==> config.mk <==
export PLATFORM = sky130hd
export DESIGN_NAME = decision_sequencer
export DESIGN_NICKNAME = d
export VERILOG_FILES = /design/src/rtl/decision_pkg.sv /design/src/rtl/decision_decode.sv /design/src/rtl/decision_sequencer.sv
export SDC_FILE = /design/constraint.sdc
export NUM_CORES = 1
export LEC_CHECK = 0
export BUFFER_PORTS_ARGS = -buffer_cell sky130_fd_sc_hd__buf_4
export CAP_MARGIN = 10
export CORE_MARGIN = 2
export CORE_UTILIZATION = 49
export DETAILED_ROUTE_END_ITERATION = 6
export PLACE_DENSITY = 0.77
export REMOVE_ABC_BUFFERS = 1
export SLEW_MARGIN = 0
export SYNTH_ARGS = -nofsm -noshare
export SYNTH_HDL_FRONTEND = slang
export SYNTH_SLANG_ARGS = --single-unit
==> constraint.sdc <==
create_clock -name clk -period 2.2 [get_ports clk]
set_input_delay 0.33 -clock clk [delete_from_list [all_inputs] [get_ports clk]]
set_output_delay 0.33 -clock clk [all_outputs]
set_load 0.005 [all_outputs]
==> src/rtl/decision_pkg.sv <==
// -----------------------------------------------------------------------------
// decision_pkg
// Shared definitions for the decision tree host-side sequencer and any other
// consumer of the tree's 8-bit result code:
//   - sequencer state encoding (IDLE/START/WAIT/HOLD)
//   - error codes reported alongside the decoded class
//   - the four legal result codes Y1..Y4 emitted by the tree
// -----------------------------------------------------------------------------
package decision_pkg;

  typedef enum logic [1:0] {
    ST_IDLE  = 2'd0,
    ST_START = 2'd1,
    ST_WAIT  = 2'd2,
    ST_HOLD  = 2'd3
  } state_e;

  // Error codes are carried on plain 2-bit buses; these are the legal values.
  localparam logic [1:0] ERR_OK      = 2'd0;
  localparam logic [1:0] ERR_BADCODE = 2'd1;
  localparam logic [1:0] ERR_TIMEOUT = 2'd2;
  localparam logic [1:0] ERR_RSVD    = 2'd3;

  // Result codes produced by the tree, one per class.
  localparam logic [7:0] CODE_Y1 = 8'h01;
  localparam logic [7:0] CODE_Y2 = 8'h02;
  localparam logic [7:0] CODE_Y3 = 8'h03;
  localparam logic [7:0] CODE_Y4 = 8'h04;

  localparam int NUM_CLASSES = 4;

  // Wait timer width: covers the largest legal TIMEOUT_CYC of 255.
  localparam int TIMER_W = 8;

endpackage

==> src/rtl/decision_decode.sv <==
// -----------------------------------------------------------------------------
// decision_decode
// Purely combinational decoder from the tree's 8-bit result code to a 2-bit
// class plus an error code. Unknown codes map to class 0 with BADCODE.
// Ports:
//   y_i      in  8  result code from the tree
//   class_o  out 2  decoded class (0 = Y1 .. 3 = Y4)
//   err_o    out 2  ERR_OK or ERR_BADCODE
// -----------------------------------------------------------------------------
module decision_decode
  import decision_pkg::*;
(
  input  logic [7:0] y_i,
  output logic [1:0] class_o,
  output logic [1:0] err_o
);

  always_comb begin
    // NOTE: every output gets a default before the case so no path leaves it
    // unassigned; that is what keeps a combinational block free of latches.
    class_o = 2'd0;
    err_o   = ERR_OK;
    case (y_i)
      CODE_Y1: class_o = 2'd0;
      CODE_Y2: class_o = 2'd1;
      CODE_Y3: class_o = 2'd2;
      CODE_Y4: class_o = 2'd3;
      default: err_o   = ERR_BADCODE;
    endcase
  end

endmodule

==> src/rtl/decision_sequencer.sv <==
// -----------------------------------------------------------------------------
// decision_sequencer
// Host-side controller for the decision tree classifier. Takes a host request,
// pulses start to the tree for one cycle, waits for the result strobe under a
// timeout, decodes the result and holds it until the host accepts it.
//
// Optional build macro DECISION_HIST_EN adds four saturating per-class hit
// counters with readback; without it cnt_o is tied to 0 and cnt_sel_i /
// clr_cnt_i are ignored.
//
// Parameters:
//   TIMEOUT_CYC  cycles spent in WAIT before a timeout (2..255)
//   CNT_W        width of each class counter
// Ports:
//   clk             in  1      rising-edge clock
//   reset_n         in  1      asynchronous active-low reset
//   req_i           in  1      host request, sampled in IDLE only
//   busy_o          out 1      high whenever not IDLE
//   start_o         out 1      one-cycle start pulse to the tree
//   y_i             in  8      tree result code
//   y_valid_i       in  1      tree result strobe, honoured in WAIT only
//   result_valid_o  out 1      result held for the host
//   result_ready_i  in  1      host accept
//   class_o         out 2      decoded class of the last capture
//   err_o           out 2      OK / BADCODE / TIMEOUT of the last capture
//   cnt_sel_i       in  2      class counter readback select
//   cnt_o           out CNT_W  selected counter value
//   clr_cnt_i       in  1      synchronous clear of all counters
// -----------------------------------------------------------------------------
module decision_sequencer
  import decision_pkg::*;
#(
  parameter int TIMEOUT_CYC = 16,
  parameter int CNT_W       = 8
) (
  input  logic             clk,
  input  logic             reset_n,
  input  logic             req_i,
  output logic             busy_o,
  output logic             start_o,
  input  logic [7:0]       y_i,
  input  logic             y_valid_i,
  output logic             result_valid_o,
  input  logic             result_ready_i,
  output logic [1:0]       class_o,
  output logic [1:0]       err_o,
  input  logic [1:0]       cnt_sel_i,
  output logic [CNT_W-1:0] cnt_o,
  input  logic             clr_cnt_i
);

  // Timer value seen in the last WAIT cycle before a timeout is declared.
  localparam logic [TIMER_W-1:0] TIMER_LAST = TIMER_W'(TIMEOUT_CYC - 1);

  state_e               state_q, state_d;
  logic [TIMER_W-1:0]   timer_q, timer_d;
  logic [1:0]           class_q, class_d;
  logic [1:0]           err_q,   err_d;
  logic                 cnt_inc;

  logic [1:0]           dec_class;
  logic [1:0]           dec_err;

  decision_decode u_decode (
    .y_i     (y_i),
    .class_o (dec_class),
    .err_o   (dec_err)
  );

  // ---------------------------------------------------------------------------
  // Next-state logic. class/err only change on a capture or a timeout, so they
  // persist through HOLD and back into IDLE until the next transaction.
  // ---------------------------------------------------------------------------
  always_comb begin
    state_d = state_q;
    timer_d = timer_q;
    class_d = class_q;
    err_d   = err_q;
    cnt_inc = 1'b0;
    case (state_q)
      ST_IDLE: begin
        if (req_i) state_d = ST_START;
      end
      ST_START: begin
        timer_d = '0;
        state_d = ST_WAIT;
      end
      ST_WAIT: begin
        // A strobe in the final timer cycle still counts as a valid result.
        if (y_valid_i) begin
          class_d = dec_class;
          err_d   = dec_err;
          cnt_inc = (dec_err == ERR_OK);
          state_d = ST_HOLD;
        end else if (timer_q == TIMER_LAST) begin
          class_d = 2'd0;
          err_d   = ERR_TIMEOUT;
          state_d = ST_HOLD;
        end else begin
          timer_d = timer_q + TIMER_W'(1);
        end
      end
      ST_HOLD: begin
        if (result_ready_i) state_d = ST_IDLE;
      end
      default: state_d = ST_IDLE;
    endcase
  end

  always_ff @(posedge clk or negedge reset_n) begin
    // NOTE: state registers use non-blocking assignments so every flop samples
    // the values from before the edge, independent of statement order.
    if (!reset_n) begin
      state_q <= ST_IDLE;
      timer_q <= '0;
      class_q <= 2'd0;
      err_q   <= ERR_OK;
    end else begin
      state_q <= state_d;
      timer_q <= timer_d;
      class_q <= class_d;
      err_q   <= err_d;
    end
  end

  // Outputs decode straight from registered state, so they are glitch-free
  // and start_o is exactly one cycle wide.
  assign busy_o         = (state_q != ST_IDLE);
  assign start_o        = (state_q == ST_START);
  assign result_valid_o = (state_q == ST_HOLD);
  assign class_o        = class_q;
  assign err_o          = err_q;

  // ---------------------------------------------------------------------------
  // Per-class hit counters
  // ---------------------------------------------------------------------------
`ifdef DECISION_HIST_EN
  localparam logic [CNT_W-1:0] CNT_MAX = '1;

  logic [CNT_W-1:0] cnt_q [NUM_CLASSES];
  logic [CNT_W-1:0] cnt_d [NUM_CLASSES];

  // Clear beats a same-cycle increment; counters stick at CNT_MAX.
  always_comb begin
    for (int i = 0; i < NUM_CLASSES; i++) begin
      cnt_d[i] = cnt_q[i];
      if (clr_cnt_i) begin
        cnt_d[i] = '0;
      end else if (cnt_inc && (class_d == 2'(i)) && (cnt_q[i] != CNT_MAX)) begin
        cnt_d[i] = cnt_q[i] + CNT_W'(1);
      end
    end
  end

  always_ff @(posedge clk or negedge reset_n) begin
    // NOTE: this small register array is reset on purpose: the counters are
    // architecturally visible and must read 0 after reset. Large storage
    // arrays that are written before being read are normally left unreset.
    if (!reset_n) begin
      for (int i = 0; i < NUM_CLASSES; i++) cnt_q[i] <= '0;
    end else begin
      for (int i = 0; i < NUM_CLASSES; i++) cnt_q[i] <= cnt_d[i];
    end
  end

  assign cnt_o = cnt_q[cnt_sel_i];
`else
  assign cnt_o = '0;

  logic unused_hist;
  assign unused_hist = ^{cnt_sel_i, clr_cnt_i, cnt_inc};
`endif

endmodule

==> results.md <==
* Status: completed
* Worst reg2reg startpoint: timer_q[0]$_DFFE_PN0P_
* Logic gate share of total power at 0.465
* FFs w/ async S/R, synth at 1.000
* Leakage at about 0.55 nW
* Final min period at approximately 1900 ps
* Peak VDD IR at roughly 0.00065 V
* Pwr/cell area at 870.7 mW/mm^2
* Placed cells at ~140
* Cell Area, Synth at around 950 sq um
* Rows at 15
* Root Buffer: clkbuf_4
* Largest family of logic cells by synthesized area: simple AND/OR/NAND/NOR gates
* Crit path required time at between 2000 and 2500 ps
* Drt pass-1 iters at 4
* R2R setup slack at 340 ps
* Setup ws final at 342.1 ps
* Via count at a little under 800
* Post-synthesis mux area share at 0.01180
* Sequential Power Share at 0.344
* Crit share post-route at 0.8445
* Crit path kind: register to register
* Unique masters post-synth at 36
* Die area at between 0.002 and 0.0025 sq mm
* Synth-to-Final Area Change at 18.22%
* Global-route wire length before repair at roughly 3.0 mm
* Final hold violations at 0
* Worst hold endpoint: err_o[0]$_DFFE_PN0P_
* Hold Crit Class: input pin to register
* Crit-path max FO at 5
* Pint at 0.6114 mW
* Mean post-synth cell area at slightly above 9 sq um
* Cells after Synth at roughly 100
* Synth Area in Simple Gates at 0.2163
* CTS max path bufs at 2
* Die height at about 48 um
* Fin nets at 146
* Clk pwr share at 0.191
* Cells resized by post-CTS repair at 0
* Width of the die at 48.14 um
* Final Instance Area at 0.001129 sq mm
* Reg2reg end: state_q[1]$_DFFE_PN0P_
* RSZ-0062 raised after global routing: false
* Fmax at 0.5382 GHz
* #FFs+latches synth at 14
* Dpl cell area at 0.001082 sq mm
* Clock Pin Slew Worst Setup and Hold Paths at around 90 ps
* N_diodes at 0
* Hold_sp: y_i[6]
* Util after Layout at 0.6330
* Xor/xnor share of the synthesized area at 0.01835
* CTS tree: yes
* Initial antenna violation count at 0
* 1st-iter DRT viols at 25
* Register area share after synthesis at 0.3670
* Switching share of power at 0.3778
* H-tree Lvls at 1
* Top_reg_cell synth: dfrtp_1
* Global Route Usage Sum at 0.1823
* Arr. time, crit path at a little over 2000 ps
* Number of non-filler instances in the completed layout at ~150
* Num CTS Buffers at 3
* CTS sink cnt at 14
* Cell count of the worst hold path at 4
* Place WS at 370.5 ps
* Synth Area in Compound Gates at 0.1966
* Residual DRC at 0
* Share of post-route cells with drive strength above 1 at 0.2276
* # Post-CTS Setup Buffers at 0
* Largest net degree at the start of global routing at 16
* Fin Setup TNS at 0 ps
* Skew-Pair Late Insertion Delay at between 200 and 300 ps
* Avg WL per Cell at 12.03 um
* R2r worst-path depth at 5
* Final setup fails at 0
* Final ANT Viol Nets at 0
* Synth Area in Adders at 0.07864
* Core area at 0.001783 sq mm
* Filler cells at ~160
* Fin. max-slew vios at 0
* Psw at 0.3713 mW
* Placer Congestion at approximately 0.85
* Slew @ Worst Pin at slightly above 500 ps
* Final WL at roughly 1.8 mm
* Post-synth EDFFs at 0
* DP HPWL at roughly 1.4 mm
* # IOs at 31
* Yosys Warn Count at 0
* Startpoint types: register
* Rel. slew slack at 0.6544
* Initial Util at 0.5354
* Vias in the first global route at just over 700
* Global route overflow at 0
* Via density at around 5.2
* CP Capture Type: register
* Final setup skew at a little under 3 ps
* Max-cap violation count at 0
* Port buffer count at 19
-- cell usage after synthesis, drive strengths merged, types with 3 or more instances --
cell type  count  share of area
nand2b         4          0.026
inv            8          0.031
dfrtp         14           0.37
a21oi          7          0.041
nand3          7          0.037
nand2          9          0.035
buf            9          0.068
o21ai          3          0.016
nor2           6          0.024
o311ai         3          0.028
ha             6          0.079
-- cells in the final DEF (no fill, tap or decap), drive strengths merged --
cell type    instances
nor2                 6
ha                   6
and3                 2
o22ai                2
or4                  1
o311ai               3
dlygate4sd3          1
mux2                 1
inv                  8
o221ai               1
o32a                 1
a21oi                7
nor3                 1
buf                 19
nand2b               4
nand2                9
a22o                 1
dfrtp               14
nand4                2
nor4                 1
o41a                 1
clkbuf               4
nor2b                2
o31ai                1
o41ai                1
nand4b               2
xnor2                2
nand3                7
a32o                 2
conb                 8
o21ai                3
-- worst max path at each step --
| stage | from | end | slack (ps) | cells after the start |
|---|---|---|---|---|
| 2_1_floorplan | timer_q[0]$_DFFE_PN0P_ | state_q[1]$_DFFE_PN0P_ | 500 | 5 |
| 3_3_place_gp | timer_q[0]$_DFFE_PN0P_ | state_q[1]$_DFFE_PN0P_ | 400 | 5 |
| 3_5_place_dp | timer_q[0]$_DFFE_PN0P_ | state_q[1]$_DFFE_PN0P_ | 370 | 5 |
| 4_1_cts | timer_q[0]$_DFFE_PN0P_ | state_q[1]$_DFFE_PN0P_ | 350 | 5 |
| 5_1_grt | timer_q[0]$_DFFE_PN0P_ | state_q[1]$_DFFE_PN0P_ | 250 | 5 |
| 6_report | timer_q[0]$_DFFE_PN0P_ | state_q[1]$_DFFE_PN0P_ | 340 | 5 |
-- power by group through the flow --
stage	registers (mW)	logic, mW	clock network, mW
2_1_floorplan	0.337	0.308	0
3_3_place_gp	0.341	0.448	0
3_5_place_dp	0.342	0.459	0
4_1_cts	0.338	0.461	0.194
5_1_grt	0.347	0.513	0.208
6_report	0.338	0.457	0.188
-- registers in the layout, indices dropped and copies added, names as in the netlist --
register	flops
timer_q	8
class_o	2
err_o	2
state_q	2
-- per-stage QoR --
stage / power (mW) / hold slack (ps)
2_1_floorplan: 0.6445 / 34.41
3_3_place_gp: 0.7892 / 188.8
3_5_place_dp: 0.8010 / 189.9
4_1_cts: 0.9933 / 366.4
5_1_grt: 1.068 / 371.1
6_report: 0.9826 / 370.3
-- timing repair --
action | 4_1_cts | 5_1_grt
setup endpoints to repair | 0 | 0
hold buffers | 1 | 0
endpoints found under the hold margin | 14 | 0
-- layer usage --
layer  part of all wire  vias to the layer above  routed length [um]  global-route usage
met5                  0                        -                   0                   0
met2               0.49                       22                 873              0.3079
met3              0.049                        2                  88             0.05556
met4             0.0028                        0                   5             0.03784
met1               0.46                      358                 812              0.2294
li1                   -                      393                   -                   -
-- logic make-up (layout without fill, tap and decap cells) --
| family | count (synthesis) | count (layout) |
|---|---|---|
| buf+inv | 19 | 32 |
| mux | 1 | 1 |
| fa+ha+maj | 6 | 6 |
| compound gates | 23 | 23 |
| flops | 14 | 14 |
| other cells | 1 | 8 |
| simple gates | 37 | 37 |
| xor+xnor | 2 | 2 |
-- final cells by class --
cell class | instances | area, sq um | share of cell area
Multi-Input combinational cell | 77 | 528.0 | 0.4678
Inverter | 8 | 30.03 | 0.02661
Clock buffer | 4 | 36.28 | 0.03215
Timing Repair Buffer | 20 | 152.6 | 0.1353
Sequential cell | 14 | 350.3 | 0.3104
Tap cell | 25 | 31.28 | 0.02772
-- worst max-delay path, stage by stage (launching register included) --
cell and delay, ps:
dfrtp_1 420, ha_1 290, nand4b_4 160, o41a_1 380
a21oi_2 180, mux2_1 330
Note: power is estimated with default switching activity, not from simulation.
